**config.mk**
```make
export PLATFORM = sky130hd
export DESIGN_NAME = json_tokenizer
export DESIGN_NICKNAME = d
export VERILOG_FILES = /design/src/rtl/json_tokenizer.sv
export SDC_FILE = /design/constraint.sdc
export NUM_CORES = 1
export LEC_CHECK = 0
export CORE_MARGIN = 2
export CORE_UTILIZATION = 53
export CTS_CLUSTER_DIAMETER = 30
export DETAILED_ROUTE_END_ITERATION = 6
export PLACE_DENSITY = 0.84
export SETUP_SLACK_MARGIN = 0.1
export SLEW_MARGIN = 20
export SYNTH_ARGS = -nofsm -noshare
export SYNTH_HDL_FRONTEND = slang
export SYNTH_SLANG_ARGS = --single-unit
```
**constraint.sdc**
```tcl
create_clock -name clk -period 11.4 [get_ports clk]
set_input_delay 2.28 -clock clk [delete_from_list [all_inputs] [get_ports clk]]
set_output_delay 2.28 -clock clk [all_outputs]
set_load 0.02 [all_outputs]
```
**src/rtl/json_tokenizer.sv**
```systemverilog
// Streaming JSON lexer: one byte per cycle in, typed token events out via a small FWFT FIFO.
// Define JSON_TOKENIZER_POS_EN to enable byte position/length reporting (tok_pos, tok_len, err_pos).
module json_tokenizer #(
  parameter int unsigned MAX_DEPTH      = 16,
  parameter int unsigned POS_W          = 32,
  parameter int unsigned TOK_FIFO_DEPTH = 4,
  localparam int unsigned DepthW        = $clog2(MAX_DEPTH + 1)
) (
  input  logic              clk,
  input  logic              rst,
  input  logic              in_valid,
  output logic              in_ready,
  input  logic [7:0]        in_data,
  input  logic              in_last,
  output logic              tok_valid,
  input  logic              tok_ready,
  output logic [3:0]        tok_kind,
  output logic [POS_W-1:0]  tok_pos,
  output logic [POS_W-1:0]  tok_len,
  output logic              err_valid,
  output logic [2:0]        err_kind,
  output logic [POS_W-1:0]  err_pos,
  output logic [DepthW-1:0] depth
);

  localparam int unsigned CntW = $clog2(TOK_FIFO_DEPTH + 1);
  localparam int unsigned PtrW = $clog2(TOK_FIFO_DEPTH);
  localparam logic [MAX_DEPTH-1:0] StackOne = MAX_DEPTH'(1);

  localparam logic [3:0] TkObjBegin = 4'd1, TkObjEnd = 4'd2, TkArrBegin = 4'd3, TkArrEnd = 4'd4;
  localparam logic [3:0] TkString = 4'd5, TkNumber = 4'd6, TkTrue = 4'd7;
  localparam logic [3:0] TkColon = 4'd10, TkComma = 4'd11, TkEoi = 4'd12;
  localparam logic [2:0] ErrUnexpected = 3'd1, ErrBadLiteral = 3'd2, ErrDepth = 3'd3;
  localparam logic [2:0] ErrMismatch = 3'd4, ErrUnterminated = 3'd5, ErrUnbalanced = 3'd6;

  typedef enum logic [2:0] {
    StIdle, StString, StStrEsc, StNumber, StLiteral, StError
  } state_e;

  state_e               state_q, state_d;
  logic [MAX_DEPTH-1:0] stack_q, stack_d;
  logic [DepthW-1:0]    depth_q, depth_d;
  logic [1:0]           lit_sel_q, lit_sel_d;
  logic [2:0]           lit_idx_q, lit_idx_d;
  logic [POS_W-1:0]     pos_q, start_q, pos_nx, num_start;

  logic             in_fire, do_idle, br_arr, top_arr, is_num;
  logic             err_fire;
  logic [2:0]       err_code;
  logic [POS_W-1:0] err_at;

  // Candidate tokens for this byte, in emission order: closing, structural, final number, EOI
  logic             s_v    [4];
  logic [3:0]       s_kind [4];
  logic [POS_W-1:0] s_pos  [4];
  logic [POS_W-1:0] s_len  [4];

  logic [1:0]       w_n;
  logic [3:0]       w_kind [3];
  logic [POS_W-1:0] w_pos  [3];
  logic [POS_W-1:0] w_len  [3];

  logic [3:0]       kind_mem [TOK_FIFO_DEPTH];
  logic [POS_W-1:0] pos_mem  [TOK_FIFO_DEPTH];
  logic [POS_W-1:0] len_mem  [TOK_FIFO_DEPTH];
  logic [PtrW-1:0]  rd_ptr_q, wr_ptr_q;
  logic [CntW-1:0]  count_q;
  logic             pop;

  logic             err_valid_q;
  logic [2:0]       err_kind_q;
  logic [POS_W-1:0] err_pos_q;

`ifdef JSON_TOKENIZER_POS_EN
  localparam bit PosEn = 1'b1;

  // A token starts when entering a multi-byte state from outside it (escape return excluded)
  always_ff @(posedge clk or posedge rst) begin
    if (rst) begin
      pos_q   <= '0;
      start_q <= '0;
    end else if (in_fire) begin
      pos_q <= in_last ? '0 : pos_q + POS_W'(1);
      if ((state_d inside {StString, StNumber, StLiteral}) && (state_d != state_q) &&
          (state_q != StStrEsc)) begin
        start_q <= pos_q;
      end
    end
  end
`else
  localparam bit PosEn = 1'b0;

  assign pos_q   = '0;
  assign start_q = '0;
`endif

  function automatic logic [7:0] lit_char(input logic [1:0] sel, input logic [2:0] idx);
    logic [39:0] word;
    case (sel)
      2'd0:    word = {"true", 8'h00};
      2'd1:    word = "false";
      2'd2:    word = {"null", 8'h00};
      default: word = '0;
    endcase
    word = word << (8 * idx);
    return word[39:32];
  endfunction

  function automatic logic [PtrW-1:0] ptr_add(input logic [PtrW-1:0] p, input int k);
    int s;
    s = int'(p) + k;
    if (s >= int'(TOK_FIFO_DEPTH)) s = s - int'(TOK_FIFO_DEPTH);
    return PtrW'(s);
  endfunction

  assign in_ready  = !rst && ((state_q == StError) || (count_q <= CntW'(TOK_FIFO_DEPTH - 3)));
  assign in_fire   = in_valid && in_ready;
  assign pos_nx    = pos_q + POS_W'(1);
  assign num_start = (state_q == StNumber) ? start_q : pos_q;
  assign br_arr    = ~in_data[5];
  assign top_arr   = |(stack_q & (StackOne << (depth_q - DepthW'(1))));
  assign is_num    = (in_data >= 8'h30 && in_data <= 8'h39) || in_data == 8'h2b ||
                     in_data == 8'h2d || in_data == 8'h2e || in_data == 8'h65 || in_data == 8'h45;

  always_comb begin
    state_d   = state_q;
    stack_d   = stack_q;
    depth_d   = depth_q;
    lit_sel_d = lit_sel_q;
    lit_idx_d = lit_idx_q;
    err_fire  = 1'b0;
    err_code  = '0;
    err_at    = pos_q;
    do_idle   = 1'b0;
    for (int i = 0; i < 4; i++) begin
      s_v[i]    = 1'b0;
      s_kind[i] = '0;
      s_pos[i]  = pos_q;
      s_len[i]  = POS_W'(1);
    end

    if (in_fire) begin
      unique case (state_q)
        StIdle: do_idle = 1'b1;
        StString: begin
          if (in_data == 8'h22) begin
            s_v[0] = 1'b1; s_kind[0] = TkString;
            s_pos[0] = start_q; s_len[0] = pos_nx - start_q;
            state_d = StIdle;
          end else if (in_data == 8'h5c) begin
            state_d = StStrEsc;
          end else if (in_data < 8'h20) begin
            err_fire = 1'b1; err_code = ErrUnexpected;
          end
        end
        StStrEsc: state_d = StString;
        StNumber: begin
          if (!is_num) begin
            s_v[0] = 1'b1; s_kind[0] = TkNumber;
            s_pos[0] = start_q; s_len[0] = pos_q - start_q;
            state_d = StIdle;
            do_idle = 1'b1;
          end
        end
        StLiteral: begin
          if (in_data != lit_char(lit_sel_q, lit_idx_q)) begin
            err_fire = 1'b1; err_code = ErrBadLiteral;
          end else if (lit_idx_q == ((lit_sel_q == 2'd1) ? 3'd4 : 3'd3)) begin
            s_v[0] = 1'b1; s_kind[0] = TkTrue + {2'b00, lit_sel_q};
            s_pos[0] = start_q; s_len[0] = pos_nx - start_q;
            state_d = StIdle;
          end else begin
            lit_idx_d = lit_idx_q + 3'd1;
          end
        end
        StError: ;
        default: ;
      endcase

      if (do_idle) begin
        case (in_data)
          8'h20, 8'h09, 8'h0d, 8'h0a: ;
          8'h7b, 8'h5b: begin
            if (depth_q == DepthW'(MAX_DEPTH)) begin
              err_fire = 1'b1; err_code = ErrDepth;
            end else begin
              stack_d = (stack_q & ~(StackOne << depth_q)) | (br_arr ? (StackOne << depth_q) : '0);
              depth_d = depth_q + DepthW'(1);
              s_v[1] = 1'b1; s_kind[1] = br_arr ? TkArrBegin : TkObjBegin;
            end
          end
          8'h7d, 8'h5d: begin
            if (depth_q == '0 || top_arr != br_arr) begin
              err_fire = 1'b1; err_code = ErrMismatch;
            end else begin
              depth_d = depth_q - DepthW'(1);
              s_v[1] = 1'b1; s_kind[1] = br_arr ? TkArrEnd : TkObjEnd;
            end
          end
          8'h3a: begin s_v[1] = 1'b1; s_kind[1] = TkColon; end
          8'h2c: begin s_v[1] = 1'b1; s_kind[1] = TkComma; end
          8'h22: state_d = StString;
          8'h74: begin state_d = StLiteral; lit_sel_d = 2'd0; lit_idx_d = 3'd1; end
          8'h66: begin state_d = StLiteral; lit_sel_d = 2'd1; lit_idx_d = 3'd1; end
          8'h6e: begin state_d = StLiteral; lit_sel_d = 2'd2; lit_idx_d = 3'd1; end
          default: begin
            if (in_data == 8'h2d || (in_data >= 8'h30 && in_data <= 8'h39)) begin
              state_d = StNumber;
            end else begin
              err_fire = 1'b1; err_code = ErrUnexpected;
            end
          end
        endcase
      end

      if (err_fire) state_d = StError;

      if (in_last) begin
        if (state_q != StError && !err_fire) begin
          if (state_d inside {StString, StStrEsc, StLiteral}) begin
            err_fire = 1'b1; err_code = ErrUnterminated; err_at = pos_nx;
          end else begin
            if (state_d == StNumber) begin
              s_v[2] = 1'b1; s_kind[2] = TkNumber;
              s_pos[2] = num_start; s_len[2] = pos_nx - num_start;
            end
            if (depth_d != '0) begin
              err_fire = 1'b1; err_code = ErrUnbalanced; err_at = pos_nx;
            end else begin
              s_v[3] = 1'b1; s_kind[3] = TkEoi; s_pos[3] = pos_nx; s_len[3] = '0;
            end
          end
        end
        state_d = StIdle;
        stack_d = '0;
        depth_d = '0;
      end
    end
  end

  // Pack the valid candidates densely for the FIFO write port
  always_comb begin
    w_n = '0;
    for (int i = 0; i < 3; i++) begin
      w_kind[i] = '0;
      w_pos[i]  = '0;
      w_len[i]  = '0;
    end
    for (int i = 0; i < 4; i++) begin
      if (s_v[i] && w_n < 2'd3) begin
        w_kind[w_n] = s_kind[i];
        w_pos[w_n]  = PosEn ? s_pos[i] : '0;
        w_len[w_n]  = PosEn ? s_len[i] : '0;
        w_n         = w_n + 2'd1;
      end
    end
  end

  always_ff @(posedge clk or posedge rst) begin
    if (rst) begin
      state_q     <= StIdle;
      stack_q     <= '0;
      depth_q     <= '0;
      lit_sel_q   <= '0;
      lit_idx_q   <= '0;
      err_valid_q <= 1'b0;
      err_kind_q  <= '0;
      err_pos_q   <= '0;
    end else begin
      state_q     <= state_d;
      stack_q     <= stack_d;
      depth_q     <= depth_d;
      lit_sel_q   <= lit_sel_d;
      lit_idx_q   <= lit_idx_d;
      err_valid_q <= err_fire;
      if (err_fire) begin
        err_kind_q <= err_code;
        err_pos_q  <= PosEn ? err_at : '0;
      end
    end
  end

  assign pop = tok_valid && tok_ready;

  always_ff @(posedge clk or posedge rst) begin
    if (rst) begin
      for (int i = 0; i < int'(TOK_FIFO_DEPTH); i++) begin
        kind_mem[i] <= '0;
        pos_mem[i]  <= '0;
        len_mem[i]  <= '0;
      end
      rd_ptr_q <= '0;
      wr_ptr_q <= '0;
      count_q  <= '0;
    end else begin
      for (int i = 0; i < 3; i++) begin
        if (2'(i) < w_n) begin
          kind_mem[ptr_add(wr_ptr_q, i)] <= w_kind[i];
          pos_mem[ptr_add(wr_ptr_q, i)]  <= w_pos[i];
          len_mem[ptr_add(wr_ptr_q, i)]  <= w_len[i];
        end
      end
      wr_ptr_q <= ptr_add(wr_ptr_q, int'(w_n));
      if (pop) rd_ptr_q <= ptr_add(rd_ptr_q, 1);
      count_q <= count_q + CntW'(w_n) - CntW'(pop);
    end
  end

  assign tok_valid = (count_q != '0);
  assign tok_kind  = kind_mem[rd_ptr_q];
  assign tok_pos   = pos_mem[rd_ptr_q];
  assign tok_len   = len_mem[rd_ptr_q];
  assign err_valid = err_valid_q;
  assign err_kind  = err_kind_q;
  assign err_pos   = err_pos_q;
  assign depth     = depth_q;

endmodule

```
==> metrics, run 1 <==
first-pass GRT wire length=62.3 mm; Final period util=78.0%; Yosys cell types=97; Synth Area per Inst=11.7 sq um; area occupied by multi-input gates=7190 sq um; clock slew at reported path FFs=0.05 ns; via count=10955; Post-CTS Setup Bufs=0; top cells by area, synth=dfrtp_1 (50%), mux4_2 (9.8%), and2_1 (8.6%); CP endpoint kind=register; Seq/Total Area, Yosys=50.1%; power per cell area=194 nW/um^2; Post-synth EDFFs=0; relative slew slack=32.2%; Ports=124; WL/cell=20.4 um; fin crit period=8.89 ns; share of cells above drive strength 1=19.6%; total grt overflow=0; Hold WC Path Type=register to register; worst r2r dst=len_mem[126]$_DFF_PP0_; Reg2Reg Setup Slack=4.11 ns; initial antenna violation count=0; Critical Path Fanout Max=34; Final ANT Viol Nets=0; largest net degree at the start of global routing=170; Synth Area in Compound Gates=10.3%; fin util=64.8%; GRT Util Overall=25.3%; Core Area=28900 sq um; number of diodes=0; Post-Synth XOR/XNOR Area=0.899%; Clk Latency, worst-skew pair=0.59 ns; R2R Path Start=depth[1]$_DFFE_PP0P_; clock skew=0.0202 ns; Worst-Margin Slew=1.01 ns; vias in the first global route=11426; final WL=37.7 mm; worst hold start=len_mem[51]$_DFF_PP0_; placed insts=1741; cell internal pwr=2.52 mW; H-Tree Depth=2; P_sw=1.10 mW; sequential power share=34.1%; Post-Synth Simple-Gate Area=20.2%; mux cell area share after synthesis=11.6%; Initial DRC Count=1102; Bufs on Longest Clock Path=3; most common cell after layout, fill and taps aside=dfrtp_1; Synth-to-Final Area Change=19.9%; via density per instance=5.92; non-filler instance count after layout=1852; Clock Sinks=312; Synth top area share=50.1%; drt pass-1 iters=5; DRC=0; Die H=176 um; fmax=112 MHz; # Max-Cap Violations=0; Initial Util=54.0%; num rows=62; post-synth top area cell=dfrtp_1; crit start category=input pin; async set or reset register ratio after synthesis=100%; Syn Inst Count=1335; maximum VDD drop=0.127 mV; CTS hold repair buffers=0; post-cts sizing count=0; WHS Path Cells=1; synthesized flop and latch total=312; combinational share of power=17.0%; Setup Viol. Count Final=0; RD Place Congestion=0.933; root buffer cell=clkbuf_16; FF/Latch Area=7810 sq um; yosys warns=0; largest family of logic cells by synthesized area=simple AND/OR/NAND/NOR gates; Critical Path AT=9.41 ns; power share of the clock group=48.9%; Chip Width=176 um; Worst Setup SP=in_data[5]; Critical Path RT=11.92 ns; prevailing post-synth register cell=dfrtp_1; status=complete, no violations; P_leak=8.55 nW; RSZ-0062 raised after global routing=false; Sum Neg Setup Slack=0 ns; synthesized area=15600 sq um; Hold Path End=len_mem[51]$_DFF_PP0_; port buffer count=91; hpwl dp=22.1 mm; commonest cells after routing, fill and taps aside=dfrtp_1 (310), and2_1 (214), clkdlybuf4s50_1 (91); endpoints failing hold=0; R2R depth=22; crit path kind=input pin to register; Num CTS Buffers=59; CTS tree=built; Fill cells=2052; die footprint=30800 sq um; Layout Nets=1458; Sw Share=30.4%; adder-cell share of the synthesized area=2.21%; fin. max-slew vios=0
## kinds of logic (layout without fill, tap and decap cells)
| logic type | Yosys count | after routing |
|---|---|---|
| simple gates | 516 | 516 |
| mux | 94 | 94 |
| fa+ha+maj | 27 | 27 |
| compound gates | 226 | 226 |
| flops | 312 | 312 |
| buf+inv | 143 | 245 |
| other cells | 1 | 32 |
| xor+xnor | 16 | 16 |
## registers in the layout, summed over array words and instances, names as in the netlist, 2 cells and up
name	flops
len_mem	128
depth	5
pos_mem	128
lit_sel_q	2
lit_idx_q	3
err_kind	3
rd_ptr_q	2
wr_ptr_q	2
kind_mem	16
stack_q	16
state_q	3
count_q	3
## routing by layer
metal	up-vias	part of all wire [%]	GRT usage, %
met5	-	0	0
met4	0	3.0	9.02
met3	87	6.2	4.81
met2	433	48	40.4
met1	5566	43	34.9
li1	4869	-	-
## power groups by stage
| stage | clock (mW) | combinational (mW) | sequential [mW] |
|---|---|---|---|
| floorplan | 0 | 0.530 | 1.19 |
| global placement | 0 | 0.611 | 1.25 |
| detailed placement | 0 | 0.615 | 1.25 |
| CTS | 1.79 | 0.617 | 1.23 |
| global route | 1.85 | 0.675 | 1.24 |
| finish | 1.77 | 0.616 | 1.23 |
## cell usage after synthesis, types with 5 or more instances
library cell,instances
a21oi_1,46
or3_1,7
o22ai_1,9
mux2i_1,20
nor2_1,51
a211o_1,5
a22oi_1,14
inv_1,28
nand3_1,24
mux4_2,68
nor3_1,15
buf_1,9
and2_1,214
buf_6,6
dfrtp_1,312
clkbuf_1,48
nand2_1,65
o21ai_0,46
nor4_1,6
o32ai_1,5
buf_4,35
and2_4,60
nand2b_1,12
o31a_1,5
and3_1,9
nor2b_1,7
a31oi_1,9
o31ai_1,6
xnor2_1,13
nor3b_1,6
a221oi_1,5
buf_2,12
mux2_2,5
ha_1,26
## how the worst max path moves through the flow
stage	to	slack (ns)	cells past startpoint
after floorplan	count_q[0]$_DFF_PP0_	0.49	1
after global placement	len_mem[124]$_DFF_PP0_	2.35	20
after detailed placement	len_mem[112]$_DFF_PP0_	2.10	20
after CTS	len_mem[105]$_DFF_PP0_	2.61	20
after global routing	len_mem[107]$_DFF_PP0_	2.06	20
final	len_mem[126]$_DFF_PP0_	2.51	20
## critical path, stage by stage
cell and delay, ns:
clkdlybuf4s50_1 0.91, or3b_4 0.47, a211o_1 0.30, o31a_1 0.20
a31oi_1 0.74, a311o_1 0.36, inv_1 0.11, ha_1 0.38
o21ai_0 0.18, o21a_1 0.25, inv_2 0.08, ha_1 0.19
or3_1 0.37, a31oi_1 0.30, nand2_1 0.19, nor2_2 0.53
a2111oi_4 0.24, a21oi_4 0.82, buf_12 0.29, and2_4 0.17
## area by class of cell
type | count | share of cell area [%]
clock inverter | 42 | 2.70
tap | 384 | 2.57
multi-input combinational | 911 | 38.5
sequential | 312 | 41.8
inverter | 33 | 0.756
timing repair buffer | 101 | 5.43
clock buffer | 69 | 8.31
## metrics by stage
| step | hold slack, ns | cell area (sq um) | setup WS (ns) | power [mW] |
|---|---|---|---|---|
| floorplan | 0.448 | 15700 | 0.491 | 1.72 |
| global placement | 0.463 | 16600 | 2.35 | 1.86 |
| detailed placement | 0.465 | 16600 | 2.10 | 1.87 |
| CTS | 0.480 | 18700 | 2.61 | 3.64 |
| global route | 0.488 | 18700 | 2.06 | 3.76 |
| finish | 0.474 | 18700 | 2.51 | 3.62 |
(Power assumes the default switching activity.)
==> inputs of run 2 (changes only) <==
Settings changed: CORE_UTILIZATION 53 to 55, PLACE_DENSITY 0.84 to 0.83.
Clock period 11.4 ns to 9.1 ns, I/O delays scaled along.
==> metrics, run 2 (synthesized netlist as in run 1, its figures left out) <==
Synth-to-Final Area Change=20.3%; Critical Path AT=8.08 ns; Sum Neg Setup Slack=0 ns; Critical Path RT=9.61 ns; placed insts=1745; Final period util=83.2%; crit start category=input pin; share of cells above drive strength 1=20.4%; DRC=0; GR peak layer=met2; Clock Sinks=312; root buffer cell=clkbuf_16; CTS hold repair buffers=0; num rows=61; P_leak=8.58 nW; commonest cells after routing, fill and taps aside=dfrtp_1 (310), and2_1 (214), clkdlybuf4s50_1 (91); drt pass-1 iters=5; number of diodes=0; Largest regs=len_mem (128), pos_mem (128); CP endpoint kind=register; initial antenna violation count=0; post-cts sizing count=0; status=complete, no violations; fmax=132 MHz; port buffer count=91; final setup margin=1.53 ns; area occupied by multi-input gates=7190 sq um; Post-Place Setup Slack=1.15 ns; WL/cell=20.6 um; vias in the first global route=11104; slowest cell delay on critical path=0.81 ns; final WL=38.2 mm; Initial DRC Count=1000; FF/Latch Area=7810 sq um; endpoints failing hold=0; crit path kind=input pin to register; power per cell area=242 nW/um^2; GR Util met3=4.42%; non-filler instance count after layout=1857; Post-CTS Setup Bufs=0; RSZ-0062 raised after global routing=false; Critical Path Fanout Max=64; fin crit period=7.57 ns; cells along the critical path=clkdlybuf4s50_1 -> nand2_1 -> nor3_1 -> and3_1 -> nand3_1 -> and2_1 -> a311o_1 -> inv_1 -> ha_1 -> o21ai_0 -> o21a_1 -> inv_2 -> ha_1 -> or3_1 -> a31oi_1 -> nand2_1 -> o21ai_1 -> o22ai_1 -> nor2_4 -> buf_4 -> and2_1; Worst-Margin Slew=0.929 ns; Final ANT Viol Nets=0; Buf+Inv Stages, Crit Path=4; Initial Util=56.0%; Layout Nets=1469; Core Area=27900 sq um; via count=11034; Hold WC Path Type=register to register; fin. max-slew vios=0; H-Tree Depth=2; met1 Use GR=35.6%; Setup Viol. Count Final=0; largest net degree at the start of global routing=182; hpwl dp=22.1 mm; Fill cells=1928; CP delay by family, top=simple AND/OR/NAND/NOR gates; GRT Util Overall=26.1%; RD Place Congestion=0.926; Bufs on Longest Clock Path=3; most common cell after layout, fill and taps aside=dfrtp_1; via density per instance=5.94; clock skew=0.0230 ns; Ports=124; fin area=18800 sq um; clock slew at reported path FFs=0.05 ns; relative slew slack=38.1%; crit path max-delay cell type=clkdlybuf4s50_1; CTS tree=built; Num CTS Buffers=60; # Max-Cap Violations=0; first-pass GRT wire length=60.5 mm; maximum VDD drop=0.241 mV; total grt overflow=0; Die H=172 um; met2 Usage GRT=42.1%; die footprint=29700 sq um; dpl cell area=16700 sq um; Chip Width=172 um; Clk Latency, worst-skew pair=0.58 ns
==> run 2: routing by layer <==
layer  wire length [um]  part of all wire (%)  vias to the layer above
li1                   -                     -                     4895
met1              16200                    42                     5588
met2              18400                    48                      452
met3               2370                   6.2                       99
met4               1260                   3.3                        0
met5                  0                     0                        -
==> run 2: final timing paths <==
| path | slack [ns] | startpoint | depth (start not counted) | endpoint |
|---|---|---|---|---|
| min in group asynchronous | 1.59 | rst | 2 | err_kind[2]$_DFFE_PP0P_ |
| setup / recovery | 1.53 | in_data[3] | 21 | pos_mem[24]$_DFF_PP0_ |
| max in group asynchronous | 5.68 | rst | 4 | rd_ptr_q[0]$_DFFE_PP0P_ |
| setup reg to reg | 2.37 | depth[0]$_DFFE_PP0P_ | 22 | pos_mem[24]$_DFF_PP0_ |
| hold / removal | 0.48 | pos_mem[95]$_DFF_PP0_ | 1 | pos_mem[95]$_DFF_PP0_ |
| hold reg to reg | 0.48 | pos_mem[95]$_DFF_PP0_ | 1 | pos_mem[95]$_DFF_PP0_ |
==> run 2: through the flow <==
step / power (mW) / hold slack [ns] / utilization (%)
after global routing: 4.73 / 0.488 / 67.3
after CTS: 4.57 / 0.481 / 67.3
after floorplan: 2.15 / 0.448 / -
final: 4.54 / 0.476 / 67.3
after detailed placement: 2.35 / 0.465 / 59.9
after global placement: 2.34 / 0.463 / 59.9
==> run 2: power breakdown <==
part	internal [mW]	switching (mW)	leakage [nW]	total, mW
Sequential	1.43	0.102	4.32	1.54
Combinational	0.314	0.479	3.26	0.793
Clock	1.41	0.802	0.993	2.22
==> run 2: area by class of cell <==
| cell class | instances | area share, % |
|---|---|---|
| Multi-Input combinational cell | 911 | 38.3 |
| Timing Repair Buffer | 111 | 5.74 |
| Clock inverter | 48 | 2.89 |
| Sequential cell | 312 | 41.7 |
| Tap cell | 378 | 2.52 |
| Clock buffer | 64 | 8.14 |
| Inverter | 33 | 0.707 |
==> run 2: worst register-to-register path, delay by kind of cell (launching register included) <==
family / cells / cell delay (ns)
AND/OR/NAND/NOR: 6 / 1.50
adder cells (fa/ha/maj): 3 / 0.94
flip-flops: 1 / 0.51
AO/OA/AOI/OAI: 9 / 2.78
buffers and inverters: 4 / 0.94
==> inputs of run 3 (changes only) <==
Settings changed: CORE_UTILIZATION 55 to 53, PLACE_DENSITY 0.83 to 0.84.
Clock period 9.1 ns to 6.62 ns, I/O delays scaled along.
==> metrics, run 3 (synthesized netlist as in run 1, its figures left out) <==
final WL=38.3 mm; cells along the critical path=clkdlybuf4s50_1 -> or4b_1 -> or4_4 -> nor2_1 -> a21oi_1 -> nor2_1 -> o21ai_1 -> inv_1 -> ha_1 -> o21ai_0 -> o21a_1 -> inv_2 -> ha_1 -> or3_1 -> a31oi_2 -> nand2_1 -> o21ai_0 -> and2_1 -> inv_2 -> ha_1 -> inv_1 -> fa_1 -> xnor2_1; fin area=19200 sq um; drt pass-1 iters=5; Reg2Reg Setup Slack=0.68 ns; status=complete, no violations; Core Area=28900 sq um; fmax=166 MHz; fin crit period=6.02 ns; fin util=66.5%; slowest cell delay on critical path=0.58 ns; initial antenna violation count=0; crit path max-delay cell type=or4b_1; Synth-to-Final Area Change=23.0%; root buffer cell=clkbuf_16; commonest cells after routing, fill and taps aside=dfrtp_1 (310), and2_1 (214), clkdlybuf4s50_1 (91); Initial DRC Count=1083; Critical Path RT=7.09 ns; maximum VDD drop=0.257 mV; num rows=62; Critical Path AT=6.49 ns; Worst-Margin Slew=0.981 ns; crit path kind=input pin to register; R2R depth=24; vias in the first global route=11468; Layout Nets=1508; Bufs on Longest Clock Path=3; critical path depth in cells=23; largest net degree at the start of global routing=178; Worst Setup SP=in_data[6]; worst r2r dst=count_q[2]$_DFF_PP0_; worst hold start=len_mem[9]$_DFF_PP0_; Setup Viol. Count Final=0; Critical Path Fanout Max=5; power per cell area=328 nW/um^2; GRT Util Overall=25.3%; Final period util=91.0%; dpl cell area=17000 sq um; Worst Setup EP=count_q[2]$_DFF_PP0_; first-pass GRT wire length=62.5 mm; clock skew=0.0272 ns; endpoints failing hold=0; Buf+Inv Stages, Crit Path=5; Hold Slack=0.478 ns; DRC=0; Die H=176 um; die footprint=30800 sq um; CP most frequent cell=ha_1; P_leak=8.84 nW; Ports=124; CTS tree=built; # Max-Cap Violations=0; RD Place Congestion=0.957; Final ANT Viol Nets=0; CP endpoint kind=register; WHS Path Cells=1; crit start category=input pin; Clk Latency, worst-skew pair=0.59 ns; Num CTS Buffers=60; relative slew slack=34.6%; H-Tree Depth=2; Largest regs=len_mem (128), pos_mem (128); via count=11153; via density per instance=5.86; Clock Sinks=312; fin. max-slew vios=0; total grt overflow=0; share of cells above drive strength 1=22.6%; hpwl dp=22.8 mm; R2R Path Start=depth[0]$_DFFE_PP0P_; clock slew at reported path FFs=0.06 ns; Initial Util=54.0%; number of diodes=0; Sum Neg Setup Slack=0 ns; Chip Width=176 um; Hold WC Path Type=register to register; most common cell after layout, fill and taps aside=dfrtp_1; RSZ-0062 raised after global routing=false; CP delay by family, top=simple AND/OR/NAND/NOR gates; port buffer count=91; WL/cell=20.1 um
run 3: changes by cell type in the layout (fill, tap and decap cells not counted), moves of 2 or more:
| cell | change |
|---|---|
| buf_12 | +8 |
| clkinvlp_4 | -2 |
| buf_4 | +31 |
| bufinv_16 | -2 |
| inv_8 | +4 |
| clkbuf_8 | +3 |
| clkinv_4 | -2 |
| inv_16 | +2 |
run 3: where the power goes:
group / leakage, nW / total (mW) / internal [mW] / switching (mW)
sequential: 4.32 / 2.14 / 1.97 / 0.167
combinational: 3.50 / 1.09 / 0.447 / 0.640
clock: 1.02 / 3.06 / 1.94 / 1.13
total: 8.84 / 6.29 / 4.35 / 1.93
run 3: worst reg2reg max path, cell delays in order, from the launching register on:
cell and delay, ns:
dfrtp_1 0.49, inv_1 0.22, ha_1 0.34, nand2b_1 0.17, a2111oi_1 0.50, o22a_1 0.25, o2111ai_1 0.14, and2_1 0.22
a311o_1 0.38, inv_1 0.09, ha_1 0.27, o21ai_0 0.17, o21a_1 0.17, inv_2 0.06, ha_1 0.17, or3_1 0.38
a31oi_2 0.24, nand2_1 0.17, o21ai_0 0.29, and2_1 0.20, inv_2 0.05, ha_1 0.26, inv_1 0.05, fa_1 0.42
xnor2_1 0.13
run 3: how the worst min path moves through the flow:
stage                             to  slack [ns]
2_1_floorplan  len_mem[32]$_DFF_PP0_        0.45
3_3_place_gp   len_mem[44]$_DFF_PP0_        0.46
4_1_cts        len_mem[57]$_DFF_PP0_        0.48
6_report        len_mem[9]$_DFF_PP0_        0.48
3_5_place_dp   len_mem[57]$_DFF_PP0_        0.47
5_1_grt        len_mem[15]$_DFF_PP0_        0.49
run 3: through the flow:
stage	power [mW]	setup WS, ns	std cells
6_report	6.29	0.596	1904
5_1_grt	6.55	0.168	1904
4_1_cts	6.33	0.557	1900
3_5_place_dp	3.24	-0.0120	1786
3_3_place_gp	3.23	0.102	1786
2_1_floorplan	2.96	0.468	1366
run 3: final cells by class:
cell class                      count  area, sq um
Fill cell                        2037         9680
Sequential cell                   312         7810
Multi-Input combinational cell    912         7210
Clock buffer                       68         1590
Timing Repair Buffer              149         1460
Clock inverter                     46          492
Tap cell                          384          480
Inverter                           33          133
run 3: layer usage:
layer,part of all wire [%],vias up,global-route usage (%)
met5,0,-,0
met4,2.9,0,8.75
met3,6.0,91,3.90
met2,48,447,40.4
met1,43,5635,35.8
li1,-,4980,-
run 3: what timing repair did:
item / CTS / global route
buffers inserted: 0 / 3
resized for setup: 0 / 2
endpoints found under the setup margin: 0 / 32
hold buffers: 0 / 0
